## config.mk

```make
export PLATFORM = sky130hd
export DESIGN_NAME = bram_stream_reader_flat
export DESIGN_NICKNAME = d
export VERILOG_FILES = /design/src/rtl/bram_stream_reader_if.sv /design/src/rtl/bram_stream_reader.sv /design/src/flat_wrapper.sv
export SDC_FILE = /design/constraint.sdc
export NUM_CORES = 1
export LEC_CHECK = 0
export CORE_ASPECT_RATIO = 0.6
export CORE_MARGIN = 2
export CORE_UTILIZATION = 50
export CTS_CLUSTER_DIAMETER = 50
export DETAILED_ROUTE_END_ITERATION = 16
export GPL_TIMING_DRIVEN = 0
export PLACE_DENSITY = 0.78
export SLEW_MARGIN = 20
export SYNTH_ARGS = -nofsm -noshare
export SYNTH_HDL_FRONTEND = slang
export SYNTH_SLANG_ARGS = --single-unit
export TNS_END_PERCENT = 50
```

## constraint.sdc

```tcl
create_clock -name i_clk -period 3.4 [get_ports i_clk]
set_input_delay 0.51 -clock i_clk [delete_from_list [all_inputs] [get_ports i_clk]]
set_output_delay 0.51 -clock i_clk [all_outputs]
set_load 0.03 [all_outputs]
```

## src/rtl/bram_stream_reader_if.sv

```systemverilog
// Bus bundle for bram_stream_reader: burst command, RAM read port and output stream.
// The master modport is the reader itself; slave is whatever surrounds it.
interface bram_stream_reader_if #(
  parameter int DATA_WIDTH = 32,
  parameter int ADDR_WIDTH = 9,
  parameter int LEN_WIDTH  = ADDR_WIDTH + 1
);
  logic                  cmd_valid;
  logic                  cmd_ready;
  logic [ADDR_WIDTH-1:0] cmd_addr;
  logic [LEN_WIDTH-1:0]  cmd_len;

  logic [ADDR_WIDTH-1:0] rd_addr;
  logic                  re;
  logic [DATA_WIDTH-1:0] do_data;
  logic                  do_valid;

  logic [DATA_WIDTH-1:0] out_data;
  logic                  out_valid;
  logic                  out_ready;
  logic                  out_last;
  logic                  busy;

  modport master (
    input  cmd_valid, cmd_addr, cmd_len, do_data, do_valid, out_ready,
    output cmd_ready, rd_addr, re, out_data, out_valid, out_last, busy
  );

  modport slave (
    output cmd_valid, cmd_addr, cmd_len, do_data, do_valid, out_ready,
    input  cmd_ready, rd_addr, re, out_data, out_valid, out_last, busy
  );
endinterface

```

## src/rtl/bram_stream_reader.sv

```systemverilog
// Burst read sequencer for a one-cycle block RAM: issues reads only when the
// 2-entry output buffer can absorb them, and streams words out with a LAST tag.
module bram_stream_reader #(
  parameter int DATA_WIDTH = 32,
  parameter int ADDR_WIDTH = 9,
  parameter int LEN_WIDTH  = ADDR_WIDTH + 1
) (
  input logic                   i_clk,
  input logic                   i_rst_n,
  bram_stream_reader_if.master  bus
);

  typedef enum logic [1:0] {S_IDLE, S_READ, S_DRAIN} state_t;

  state_t                r_state, w_next_state;
  logic [ADDR_WIDTH-1:0] r_addr;
  logic [LEN_WIDTH-1:0]  r_remaining;
  logic                  r_inflight;
  logic                  r_inflight_last;
  logic                  r_live;

  logic [DATA_WIDTH-1:0] r_buf_data [2];
  logic [1:0]            r_buf_last;
  logic                  r_wr_ptr;
  logic                  r_rd_ptr;
  logic [1:0]            r_count;

  logic w_pop, w_push, w_issue_ok, w_re, w_cmd_ready, w_accept, w_final_re;

  assign w_pop  = (r_count != 2'd0) && bus.out_ready;
  // Only data answering our own read is captured; this also drops a stray
  // DO_VALID right after reset, since the in-flight flag starts cleared.
  assign w_push = bus.do_valid && r_inflight;

  // Buffered + in-flight words, less the word leaving this cycle, must stay below 2.
  assign w_issue_ok = ({1'b0, r_count} + {2'b00, r_inflight}) < (3'd2 + {2'b00, w_pop});
  assign w_final_re = w_re && (r_remaining == LEN_WIDTH'(1));

  always_ff @(posedge i_clk or negedge i_rst_n) begin
    if (!i_rst_n) r_state <= S_IDLE;
    // NOTE: flops take non-blocking assignments so every register samples pre-edge values.
    else          r_state <= w_next_state;
  end

  always_comb begin
    // NOTE: every output of this block gets a default first, so no path infers a latch.
    w_next_state = r_state;
    w_re         = 1'b0;
    w_cmd_ready  = 1'b0;
    w_accept     = 1'b0;
    unique case (r_state)
      S_IDLE: begin
        w_cmd_ready = r_live;
        if (bus.cmd_valid && r_live && (bus.cmd_len != '0)) begin
          w_accept     = 1'b1;
          w_next_state = S_READ;
        end
      end
      S_READ: begin
        w_re = (r_remaining != '0) && w_issue_ok;
        if (w_final_re) w_next_state = S_DRAIN;
      end
      S_DRAIN: begin
        if (w_pop && r_buf_last[r_rd_ptr]) w_next_state = S_IDLE;
      end
      default: w_next_state = S_IDLE;
    endcase
  end

  // Burst address/count and the one-cycle in-flight tracker.
  always_ff @(posedge i_clk or negedge i_rst_n) begin
    if (!i_rst_n) begin
      r_live          <= 1'b0;
      r_addr          <= '0;
      r_remaining     <= '0;
      r_inflight      <= 1'b0;
      r_inflight_last <= 1'b0;
    end else begin
      r_live          <= 1'b1;
      r_inflight      <= w_re;
      r_inflight_last <= w_final_re;
      if (w_accept) begin
        r_addr      <= bus.cmd_addr;
        r_remaining <= bus.cmd_len;
      end else if (w_re) begin
        r_addr      <= r_addr + ADDR_WIDTH'(1);
        r_remaining <= r_remaining - LEN_WIDTH'(1);
      end
    end
  end

  // Two-entry FIFO between the RAM and the stream.
  always_ff @(posedge i_clk or negedge i_rst_n) begin
    if (!i_rst_n) begin
      // NOTE: this storage is reset (only two words) so OUT_DATA reads 0 while in reset.
      r_buf_data[0] <= '0;
      r_buf_data[1] <= '0;
      r_buf_last    <= '0;
      r_wr_ptr      <= 1'b0;
      r_rd_ptr      <= 1'b0;
      r_count       <= 2'd0;
    end else begin
      if (w_push) begin
        r_buf_data[r_wr_ptr] <= bus.do_data;
        r_buf_last[r_wr_ptr] <= r_inflight_last;
        r_wr_ptr             <= ~r_wr_ptr;
      end
      if (w_pop) r_rd_ptr <= ~r_rd_ptr;
      case ({w_push, w_pop})
        2'b10:   r_count <= r_count + 2'd1;
        2'b01:   r_count <= r_count - 2'd1;
        default: r_count <= r_count;
      endcase
    end
  end

  assign bus.cmd_ready = w_cmd_ready;
  assign bus.re        = w_re;
  assign bus.rd_addr   = r_addr;
  assign bus.busy      = (r_state != S_IDLE);
  assign bus.out_valid = (r_count != 2'd0);
  assign bus.out_data  = r_buf_data[r_rd_ptr];
  assign bus.out_last  = r_buf_last[r_rd_ptr];

endmodule

```

## src/flat_wrapper.sv

```systemverilog
// flat-port wrapper written by rule: the top's interface ports become plain ports
module bram_stream_reader_flat 
#(
  parameter int DATA_WIDTH = 32,
  parameter int ADDR_WIDTH = 9,
  parameter int LEN_WIDTH  = ADDR_WIDTH + 1
)
  (i_clk, i_rst_n, bus_cmd_valid, bus_cmd_addr, bus_cmd_len, bus_do_data, bus_do_valid, bus_out_ready, bus_cmd_ready, bus_rd_addr, bus_re, bus_out_data, bus_out_valid, bus_out_last, bus_busy);
  bram_stream_reader_if #(.DATA_WIDTH(DATA_WIDTH), .ADDR_WIDTH(ADDR_WIDTH), .LEN_WIDTH(LEN_WIDTH)) bus_i ();
  input logic i_clk;
  input logic i_rst_n;
  input wire logic [$bits(bus_i.cmd_valid)-1:0] bus_cmd_valid;
  input wire logic [$bits(bus_i.cmd_addr)-1:0] bus_cmd_addr;
  input wire logic [$bits(bus_i.cmd_len)-1:0] bus_cmd_len;
  input wire logic [$bits(bus_i.do_data)-1:0] bus_do_data;
  input wire logic [$bits(bus_i.do_valid)-1:0] bus_do_valid;
  input wire logic [$bits(bus_i.out_ready)-1:0] bus_out_ready;
  output wire logic [$bits(bus_i.cmd_ready)-1:0] bus_cmd_ready;
  output wire logic [$bits(bus_i.rd_addr)-1:0] bus_rd_addr;
  output wire logic [$bits(bus_i.re)-1:0] bus_re;
  output wire logic [$bits(bus_i.out_data)-1:0] bus_out_data;
  output wire logic [$bits(bus_i.out_valid)-1:0] bus_out_valid;
  output wire logic [$bits(bus_i.out_last)-1:0] bus_out_last;
  output wire logic [$bits(bus_i.busy)-1:0] bus_busy;
  assign bus_i.cmd_valid = bus_cmd_valid;
  assign bus_i.cmd_addr = bus_cmd_addr;
  assign bus_i.cmd_len = bus_cmd_len;
  assign bus_i.do_data = bus_do_data;
  assign bus_i.do_valid = bus_do_valid;
  assign bus_i.out_ready = bus_out_ready;
  assign bus_cmd_ready = bus_i.cmd_ready;
  assign bus_rd_addr = bus_i.rd_addr;
  assign bus_re = bus_i.re;
  assign bus_out_data = bus_i.out_data;
  assign bus_out_valid = bus_i.out_valid;
  assign bus_out_last = bus_i.out_last;
  assign bus_busy = bus_i.busy;
  bram_stream_reader #(.DATA_WIDTH(DATA_WIDTH), .ADDR_WIDTH(ADDR_WIDTH), .LEN_WIDTH(LEN_WIDTH)) u_core (.i_clk(i_clk), .i_rst_n(i_rst_n), .bus(bus_i));
endmodule
```

Word level (Yosys, flattened, before mapping)
Index checks and enable logic that the tools add are counted.
{ "word_totals": {"output_inout_bits": 46, "wordCells": 78, "register_bits": 94} }
{ "op_classes": {"muxes": 24, "n_lt_le_gt_ge": 7, "n_bitwise": 4, "reduce_logical": 17, "eq_ne": 8, "n_addsub": 6} }
{ "op_table": {"columns": ["cell", "n"], "rows": [
  ["32-bit 2-to-1 mux", 4],
  ["64-bit bitwise mux", 1],
  ["32-bit demux with 1-bit select", 1],
  ["10-bit 2-to-1 mux", 2],
  ["10-bit nonzero test", 2],
  ["9-bit 2-to-1 mux", 2],
  ["10-bit by 1-bit == test with 1-bit output (second input constant)", 1],
  ["10-bit by 1-bit subtractor with 10-bit output (second input constant)", 1],
  ["9-bit by 1-bit adder with 9-bit output (second input constant)", 1],
  ["1-bit logical AND", 9],
  ["2-bit nonzero test", 4],
  ["1-bit 2-to-1 mux", 7],
  ["2-bit 2-to-1 mux", 3],
  ["2-bit by 1-bit != test with 1-bit output (second input constant)", 3],
  ["2-bit one-hot mux with 3 select lines", 1],
  ["2-bit by 1-bit == test with 1-bit output (second input constant)", 2],
  ["2-bit == test (second input constant)", 2],
  ["2-bit greater-or-equal comparator (second input constant)", 2],
  ["1-bit by 2-bit less-than comparator with 1-bit output (second input constant)", 2],
  ["1-bit inverter with 2-bit output", 2],
  ["2-bit one-hot mux with 2 select lines", 1],
  ["2-bit by 1-bit adder with 3-bit output", 1],
  ["2-bit by 1-bit adder with 3-bit output (first input constant)", 1],
  ["3-bit less-than comparator", 1],
  ["9 further kinds", 10]
]} }

Logic depth before layout (Yosys ltp)
Gate-level depths: netlist of the first run.
{ "depth": {"ltp_word": 9, "mapped_depth": 7, "ltp_nobuf": 7} }

Worst setup path before layout of the first run
Ideal clock, no wire load.
{ "synth_path": {"path_kind": "input-to-reg", "from": "in bus_cmd_len[7]", "to": "reg u_core.r_remaining[8]", "stages": 4, "setup_time_ps": 126, "path_buffers": 1, "path_slack_ps": 1371, "required_ps": 3274, "arrival_time_ps": 1903, "path_cell_list": "or4_4 > o311a_4 > buf_6 > a221o_1"} }
{ "synth_via": {"elab_chain_cells": 5, "elab_cells_between_ends": 6, "cone_classes": "mux: 3; reduce/logical: 3"} }
{ "synth_lines": {"columns": ["item", "line_no", "rtl"], "rows": [
  ["start: declaration", "flat_wrapper.sv:14", "input wire logic [$bits(bus_i.cmd_len)-1:0] bus_cmd_len;"],
  ["10-bit nonzero test (*)", "bram_stream_reader.sv:54", "if (bus.cmd_valid && r_live && (bus.cmd_len != '0)) begin"],
  ["1-bit logical AND (*)", "bram_stream_reader.sv:54", null],
  ["1-bit 2-to-1 mux (*)", "bram_stream_reader.sv:54", null],
  ["1-bit 2-to-1 mux (*)", "bram_stream_reader.sv:51", "unique case (r_state)"],
  ["10-bit 2-to-1 mux / 2-bit nonzero test (equally long branches)", null, null],
  ["end signal: assignment", "bram_stream_reader.sv:84", "r_remaining <= bus.cmd_len;"],
  ["end signal: assignment", "bram_stream_reader.sv:87", "r_remaining <= r_remaining - LEN_WIDTH'(1);"],
  ["end: declaration", "bram_stream_reader.sv:17", "logic [LEN_WIDTH-1:0] r_remaining;"]
]} }
Every way passes the cells marked *; elsewhere a longest branch is shown, timed or not.
A chain may end at the register's enable or synchronous reset.

Final worst setup path of the first run
{ "layout_path": {"from": "reg u_core.r_count[0]", "to": "out bus_re"} }
{ "layout_via": {"elab_chain_cells": 6, "elab_cells_between_ends": 7, "cone_classes": "add/sub: 2; order compare: 1; mux: 1; reduce/logical: 3"} }
{ "layout_lines": {"columns": ["item", "line_no", "rtl"], "rows": [
  ["start: declaration", "bram_stream_reader.sv:26", "logic [1:0] r_count;"],
  ["start signal: assignment", "bram_stream_reader.sv:110", "2'b10: r_count <= r_count + 2'd1;"],
  ["start signal: assignment", "bram_stream_reader.sv:111", "2'b01: r_count <= r_count - 2'd1;"],
  ["start signal: assignment", "bram_stream_reader.sv:112", "default: r_count <= r_count;"],
  ["2-bit nonzero test", "bram_stream_reader.sv:30", "assign w_pop = (r_count != 2'd0) && bus.out_ready;"],
  ["1-bit logical AND", "bram_stream_reader.sv:30", null],
  ["2-bit by 1-bit adder with 3-bit output", "bram_stream_reader.sv:36", "assign w_issue_ok = ({1'b0, r_count} + {2'b00, r_inflight}) < (3'd2 + {2'b00, w_pop});"],
  ["3-bit less-than comparator (*)", "bram_stream_reader.sv:36", null],
  ["1-bit logical AND (*)", "bram_stream_reader.sv:60", "w_re = (r_remaining != '0) && w_issue_ok;"],
  ["1-bit 2-to-1 mux (*)", "bram_stream_reader.sv:51", null],
  ["end: declaration", "flat_wrapper.sv:20", "output wire logic [$bits(bus_i.re)-1:0] bus_re;"]
]} }
Marks and branches as above.

==> results of run 1 <==
-- layout make-up --
| type | instances | share of cell area (%) |
|---|---|---|
| clock buffers | 10 | 4.05 |
| inverters | 10 | 0.636 |
| multi-input cells | 219 | 33.2 |
| flip-flops and latches | 94 | 39.9 |
| clock inverters | 6 | 1.04 |
| plain buffers | 15 | 1.19 |
| well taps | 112 | 2.37 |
| repair buffers | 102 | 17.6 |
-- layer usage --
metal | track usage (%) | vias to the layer above | wire length (µm)
met5 | 0 | - | 0
met4 | 7.56 | 0 | 112
met3 | 5.72 | 9 | 506
met2 | 32.9 | 92 | 4560
met1 | 31.0 | 1565 | 4790
li1 | - | 1463 | -
-- power groups by stage --
stage / registers [µW] / logic (µW) / clock network [µW]
after floorplan: 1980 / 2410 / 0
after global placement: 1950 / 3580 / 0
after detailed placement: 1980 / 3670 / 0
after CTS: 1970 / 3690 / 1030
after global routing: 2050 / 3920 / 1070
final: 1970 / 3680 / 992
-- registers in the layout, summed over array words and instances (netlist names) --
signal / count
u_core.bus.rd_addr: 9
u_core.r_wr_ptr: 1
u_core.r_inflight: 1
u_core.r_state: 2
u_core.r_live: 1
u_core.r_remaining: 10
u_core.r_count: 2
u_core.r_inflight_last: 1
u_core.r_buf_data: 64
u_core.r_rd_ptr: 1
u_core.r_buf_last: 2
-- worst min path at each step --
stage | cells past startpoint | endpoint | start | slack, ns
6_report | 1 | u_core.r_buf_data[27] | i_rst_n | 0.01
2_1_floorplan | 0 | u_core.bus.rd_addr[0] | i_rst_n | 0.21
3_3_place_gp | 2 | u_core.r_wr_ptr | u_core.r_wr_ptr | 0.48
4_1_cts | 1 | u_core.r_buf_data[27] | i_rst_n | 0.004
3_5_place_dp | 1 | u_core.r_buf_data[56] | i_rst_n | 0.38
5_1_grt | 1 | u_core.r_buf_data[27] | i_rst_n | 0.01
-- synthesized netlist by cell type, types with 2 or more instances --
master | count | share of area [%]
nor4_1 | 4 | 0.57
nand2_1 | 16 | 1.4
o221ai_1 | 2 | 0.40
nand4_1 | 3 | 0.42
or2_2 | 4 | 0.57
buf_2 | 2 | 0.23
o22ai_1 | 3 | 0.42
a221o_1 | 8 | 1.8
ha_1 | 7 | 2.0
clkbuf_1 | 8 | 0.68
a21oi_1 | 5 | 0.57
dfrtp_1 | 94 | 53
nor3_1 | 5 | 0.57
xnor2_1 | 3 | 0.59
or3_1 | 2 | 0.28
nand3_1 | 4 | 0.45
inv_1 | 9 | 0.76
buf_1 | 3 | 0.25
nor2_1 | 11 | 0.93
o21ai_0 | 5 | 0.57
or4_1 | 2 | 0.34
o21ai_1 | 8 | 0.91
and3_1 | 2 | 0.28
a31oi_1 | 3 | 0.42
mux2_2 | 99 | 25
xor2_1 | 2 | 0.40
-- cells by family (layout without fill, tap and decap cells) --
group | count (synthesis) | in the layout | synth area share [%]
AOI/OAI and AO/OA | 44 | 44 | 8.18
and+or+nand+nor | 63 | 63 | 7.90
DFF | 94 | 94 | 53.2
buffers and inverters | 25 | 143 | 2.43
xor gates and xnor gates | 5 | 5 | 0.991
muxes | 99 | 99 | 25.2
adders and majority gates | 7 | 7 | 1.98
other | 1 | 1 | 0.0848
-- stage by stage --
stage / power (µW) / util [%] / hold slack (ns) / setup slack (ns) / cells
finish: 6650 / 69.0 / 0.0147 / 0.135 / 568
CTS: 6680 / 69.0 / 0.00353 / 0.153 / 568
global route: 7040 / 69.0 / 0.0149 / 0.00889 / 568
global placement: 5530 / 65.1 / 0.479 / -1.54 / 551
detailed placement: 5650 / 65.5 / 0.377 / 0.277 / 552
floorplan: 4390 / - / 0.214 / 1.37 / 338
-- placed cells by master, fill, tap and decap left out, types with 4 or more instances in the layout --
| cell | count |
|---|---|
| clkbuf_16 | 9 |
| a21oi_1 | 5 |
| ha_1 | 7 |
| nor2_1 | 11 |
| clkbuf_1 | 8 |
| or2_2 | 4 |
| nand2_1 | 16 |
| nand3_1 | 4 |
| dfrtp_1 | 94 |
| mux2_2 | 99 |
| a221o_1 | 8 |
| nor3_1 | 5 |
| o21ai_0 | 5 |
| inv_1 | 9 |
| o21ai_1 | 8 |
| clkdlybuf4s50_1 | 100 |
| nor4_1 | 4 |
==> metrics.csv, run 1 <==
metric,value,unit
Clock Tree Root,clkbuf_16,
post-route design area,0.00590,mm²
Layout area overhead,33.5,%
Comb pwr share,55.4,%
Post-Route WL,9.96,mm
RSZ-0062 raised after global routing,false,
Die Span Y,76.8,µm
Final ANT Viol Nets,0,
r2r setup slk,1.15,ns
"Clk Latency, worst-skew pair",0.34,ns
FF-to-FF End,u_core.bus.rd_addr[8],
Max-slew headroom,51.9,%
slowest CP cell,clkdlybuf4s50_1,
Final Wtd Congestion,0.819,
most frequent CP cell,ha_1,
vias in the first global route,3219,
sequential fraction of the synthesis area,53.2,%
CP bufs+invs,2,
starting density of the core,51.7,%
Num CTS Buffers,9,
Crit path depth,6,
core footprint,0.00856,mm²
CP Cell Sequence,"ha_1, ha_1, nor2_2, nand3_2, inv_2, clkdlybuf4s50_1",
Seq pwr share,29.7,%
status,completed,
CP Launch Point,u_core.r_count[0],
Critical Path RT,2.89,ns
Worst-Margin Slew,0.721,ns
die width,125,µm
Overflow after GRT,0,
"Data arrival, critical path",2.76,ns
hold_buf cts,0,
DRT iter0 DRCs,204,
maximum clock rate,0.306,GHz
Post-synth EDFFs,0,
Worst R2R Path Depth,7,
Clock Sinks,94,
critical path's top delay family,buffers and inverters,
Sw Pwr,2690,µW
DR pass1 iterations,4,
Power Density,1130,mW/mm²
Worst Setup EP,bus_re,
# H-tree levels,3,
clock power share,14.9,%
"flops & latches, synth",94,
Synth cell types,50,
switching share of power,40.4,%
dpl hpwl,7.31,mm
layout cells sized above 1,30.3,%
ys flop type,dfrtp_1,
Post-Route Setup TNS,0,ns
post-CTS setup repair buffer count,0,
# fillers,637,
Final period util,96.0,%
average size of a mapped cell,13.1,µm²
IO buf count,101,
Top Ports,102,
CP Capture Type,output port,
Tmin final,3.27,ns
Worst VDD drop,0.824,mV
Syn Inst Count,338,
footprint of the multi-input gates,0.00196,mm²
Slew Limit Fails,0,
Critical R2R Launch,u_core.r_count[0],
sequential standard cell area,0.00235,mm²
TritonCTS clock tree,done,
"slowest stage delay, CP",0.71,ns
Int Power,3960,µW
CTS max path bufs,2,
mapped cell area,0.00442,mm²
Via Count,3129,
fin nets,514,
Die ar.,0.00963,mm²
Placed Instance Area,0.00560,mm²
Std-Cell Rows,26,
largest net degree at the start of global routing,73,
post_cts resized,0,
Tot GR Track Use,21.9,%
"Net Count, Synth",401,
Antenna Cells,0,
yosys warns,0,
initial antenna violation count,0,
first-pass GRT wire length,16.5,mm
drt drc,0,
WL/cell,17.5,µm
setup violators final,0,
MaxCap Viol Count,0,
"CTS clk-pin slew, worst paths",0.07,ns
CP max FO,10,
crit path kind,reg2out,
final hold vios,0,
Hold Path Class,in2async,
number of vias per cell,5.51,
Fin Clk Skew,0.00638,ns
crit start category,flop,
Leak,0.00250,µW
"FFs w/ async S/R, synth",100,%
(Power assumes the default switching activity.)
==> inputs of run 2 (changes only) <==
- clock period: 3.4 -> 3.81 ns (I/O delays scaled with it)
==> results of run 2 <==
The final DEF is identical to that of run 1. Status: completed.
Main changes from that run: setup slack after placement 0.277 ns -> 0.564 ns; setup slack after layout 0.135 ns -> 0.483 ns; hold slack 0.0147 ns -> 0.0762 ns; register-to-register setup slack 1.15 ns -> 1.56 ns; total power 6650 µW -> 5930 µW; worst IR drop on VDD 0.824 mV -> 0.736 mV
==> inputs of run 3 (changes only) <==
- PLACE_DENSITY: 0.78 -> 0.8
- SKIP_CTS_REPAIR_TIMING: unset -> 1
==> metrics.csv, run 3 (same netlist as run 1, synthesis figures left out) <==
metric,value,unit
Layout area overhead,33.2,%
DR pass1 iterations,4,
Worst VDD drop,0.493,mV
"most common cell after layout, fill and taps aside",clkdlybuf4s50_1,
WL/cell,18.7,µm
crit start category,flop,
Largest Register,u_core.r_buf_data,
Clock Tree Root,clkbuf_16,
final hold vios,0,
"Clk Latency, worst-skew pair",0.33,ns
Power Density,1010,mW/mm²
Tmin final,3.32,ns
maximum clock rate,0.301,GHz
crit path kind,reg2out,
max FFs per register,64,
Die Span Y,76.8,µm
core footprint,0.00856,mm²
CP Capture Type,output port,
first-pass GRT wire length,17.5,mm
Overflow after GRT,0,
"Data arrival, critical path",2.75,ns
Num CTS Buffers,9,
Top Ports,102,
Clock Sinks,94,
IO buf count,101,
Worst-Margin Slew,0.643,ns
CTS max path bufs,2,
CP max FO,10,
CP Cell Sequence,"ha_1, ha_1, nor2_2, nand3_2, inv_2, clkdlybuf4s50_1",
Final WS setup,0.488,ns
Std-Cell Rows,26,
TritonCTS clock tree,done,
pre-CTS setup slack,0.573,ns
starting density of the core,51.7,%
layout cells sized above 1,30.1,%
Final Wtd Congestion,0.874,
post-route design area,0.00589,mm²
Slew Limit Fails,0,
Die ar.,0.00963,mm²
footprint of the multi-input gates,0.00196,mm²
Max-slew headroom,57.1,%
most frequent CP cell,ha_1,
MaxCap Viol Count,0,
dpl hpwl,7.78,mm
Post-Route WL,10.6,mm
fin nets,514,
Via Count,3207,
number of vias per cell,5.66,
Tot GR Track Use,23.3,%
status,completed,
# fillers,625,
# H-tree levels,3,
"CTS clk-pin slew, worst paths",0.06,ns
"slowest stage delay, CP",0.71,ns
vias in the first global route,3407,
Final ANT Viol Nets,0,
"commonest non-fill, non-tap cells in the layout","100 x clkdlybuf4s50_1, 99 x mux2_2, 94 x dfrtp_1, 16 x nand2_1, 11 x nor2_1",
Critical Path RT,3.24,ns
sequential standard cell area,0.00235,mm²
Placed Instance Area,0.00560,mm²
hold_ws,0.0754,ns
Hold Path Class,in2async,
DRT iter0 DRCs,233,
Post-Route Setup TNS,0,ns
slowest CP cell,clkdlybuf4s50_1,
Fin Clk Skew,0.00684,ns
Leak,0.00249,µW
die width,125,µm
Final period util,87.2,%
largest net degree at the start of global routing,75,
setup violators final,0,
drt drc,0,
Antenna Cells,0,
initial antenna violation count,0,
RSZ-0062 raised after global routing,false,
-- run 3: stage by stage --
stage	instances	utilization (%)	power (µW)
after floorplan	338	-	3920
after global placement	551	65.1	4920
after detailed placement	552	65.5	5060
after CTS	567	68.8	5960
after global routing	567	68.8	6290
final	567	68.8	5940
-- run 3: layer usage --
layer / up-vias / wire [µm] / GRT usage, %
li1: 1461 / - / -
met1: 1627 / 4950 / 33.0
met2: 111 / 4920 / 36.8
met3: 8 / 625 / 5.37
met4: 0 / 81 / 5.56
met5: - / 0 / 0
-- run 3: critical path: cells and delay by family (launching register included) --
kind / cells / cell delay, ns
adders and majority gates: 2 / 0.44
buffers and inverters: 2 / 0.95
DFF: 1 / 0.44
and+or+nand+nor: 2 / 0.59
-- run 3: worst paths after layout --
path | slack (ns) | depth (start not counted) | startpoint | end
worst min register to register | 0.50 | 1 | u_core.r_buf_data[16] | u_core.r_buf_data[16]
worst min-delay path | 0.08 | 1 | i_rst_n | u_core.r_buf_data[47]
min in group i_clk | 0.50 | 1 | u_core.r_buf_data[16] | u_core.r_buf_data[16]
max in group asynchronous | 3.13 | 2 | i_rst_n | u_core.r_count[0]
worst max-delay path | 0.49 | 6 | u_core.r_count[0] | bus_re
worst max register to register | 1.52 | 7 | u_core.r_count[0] | u_core.bus.rd_addr[8]
-- run 3: report_power, final --
part	internal (µW)	switching (µW)
Combinational	1540	1760
Sequential	1480	296
Clock	503	360
Total	3520	2420
-- run 3: area by class of cell --
class / count / share of cell area (%)
repair buffers: 102 / 17.7
well taps: 112 / 2.38
flip-flops and latches: 94 / 39.9
multi-input cells: 219 / 33.3
clock inverters: 6 / 1.08
clock buffers: 9 / 3.82
plain buffers: 15 / 1.19
inverters: 10 / 0.637
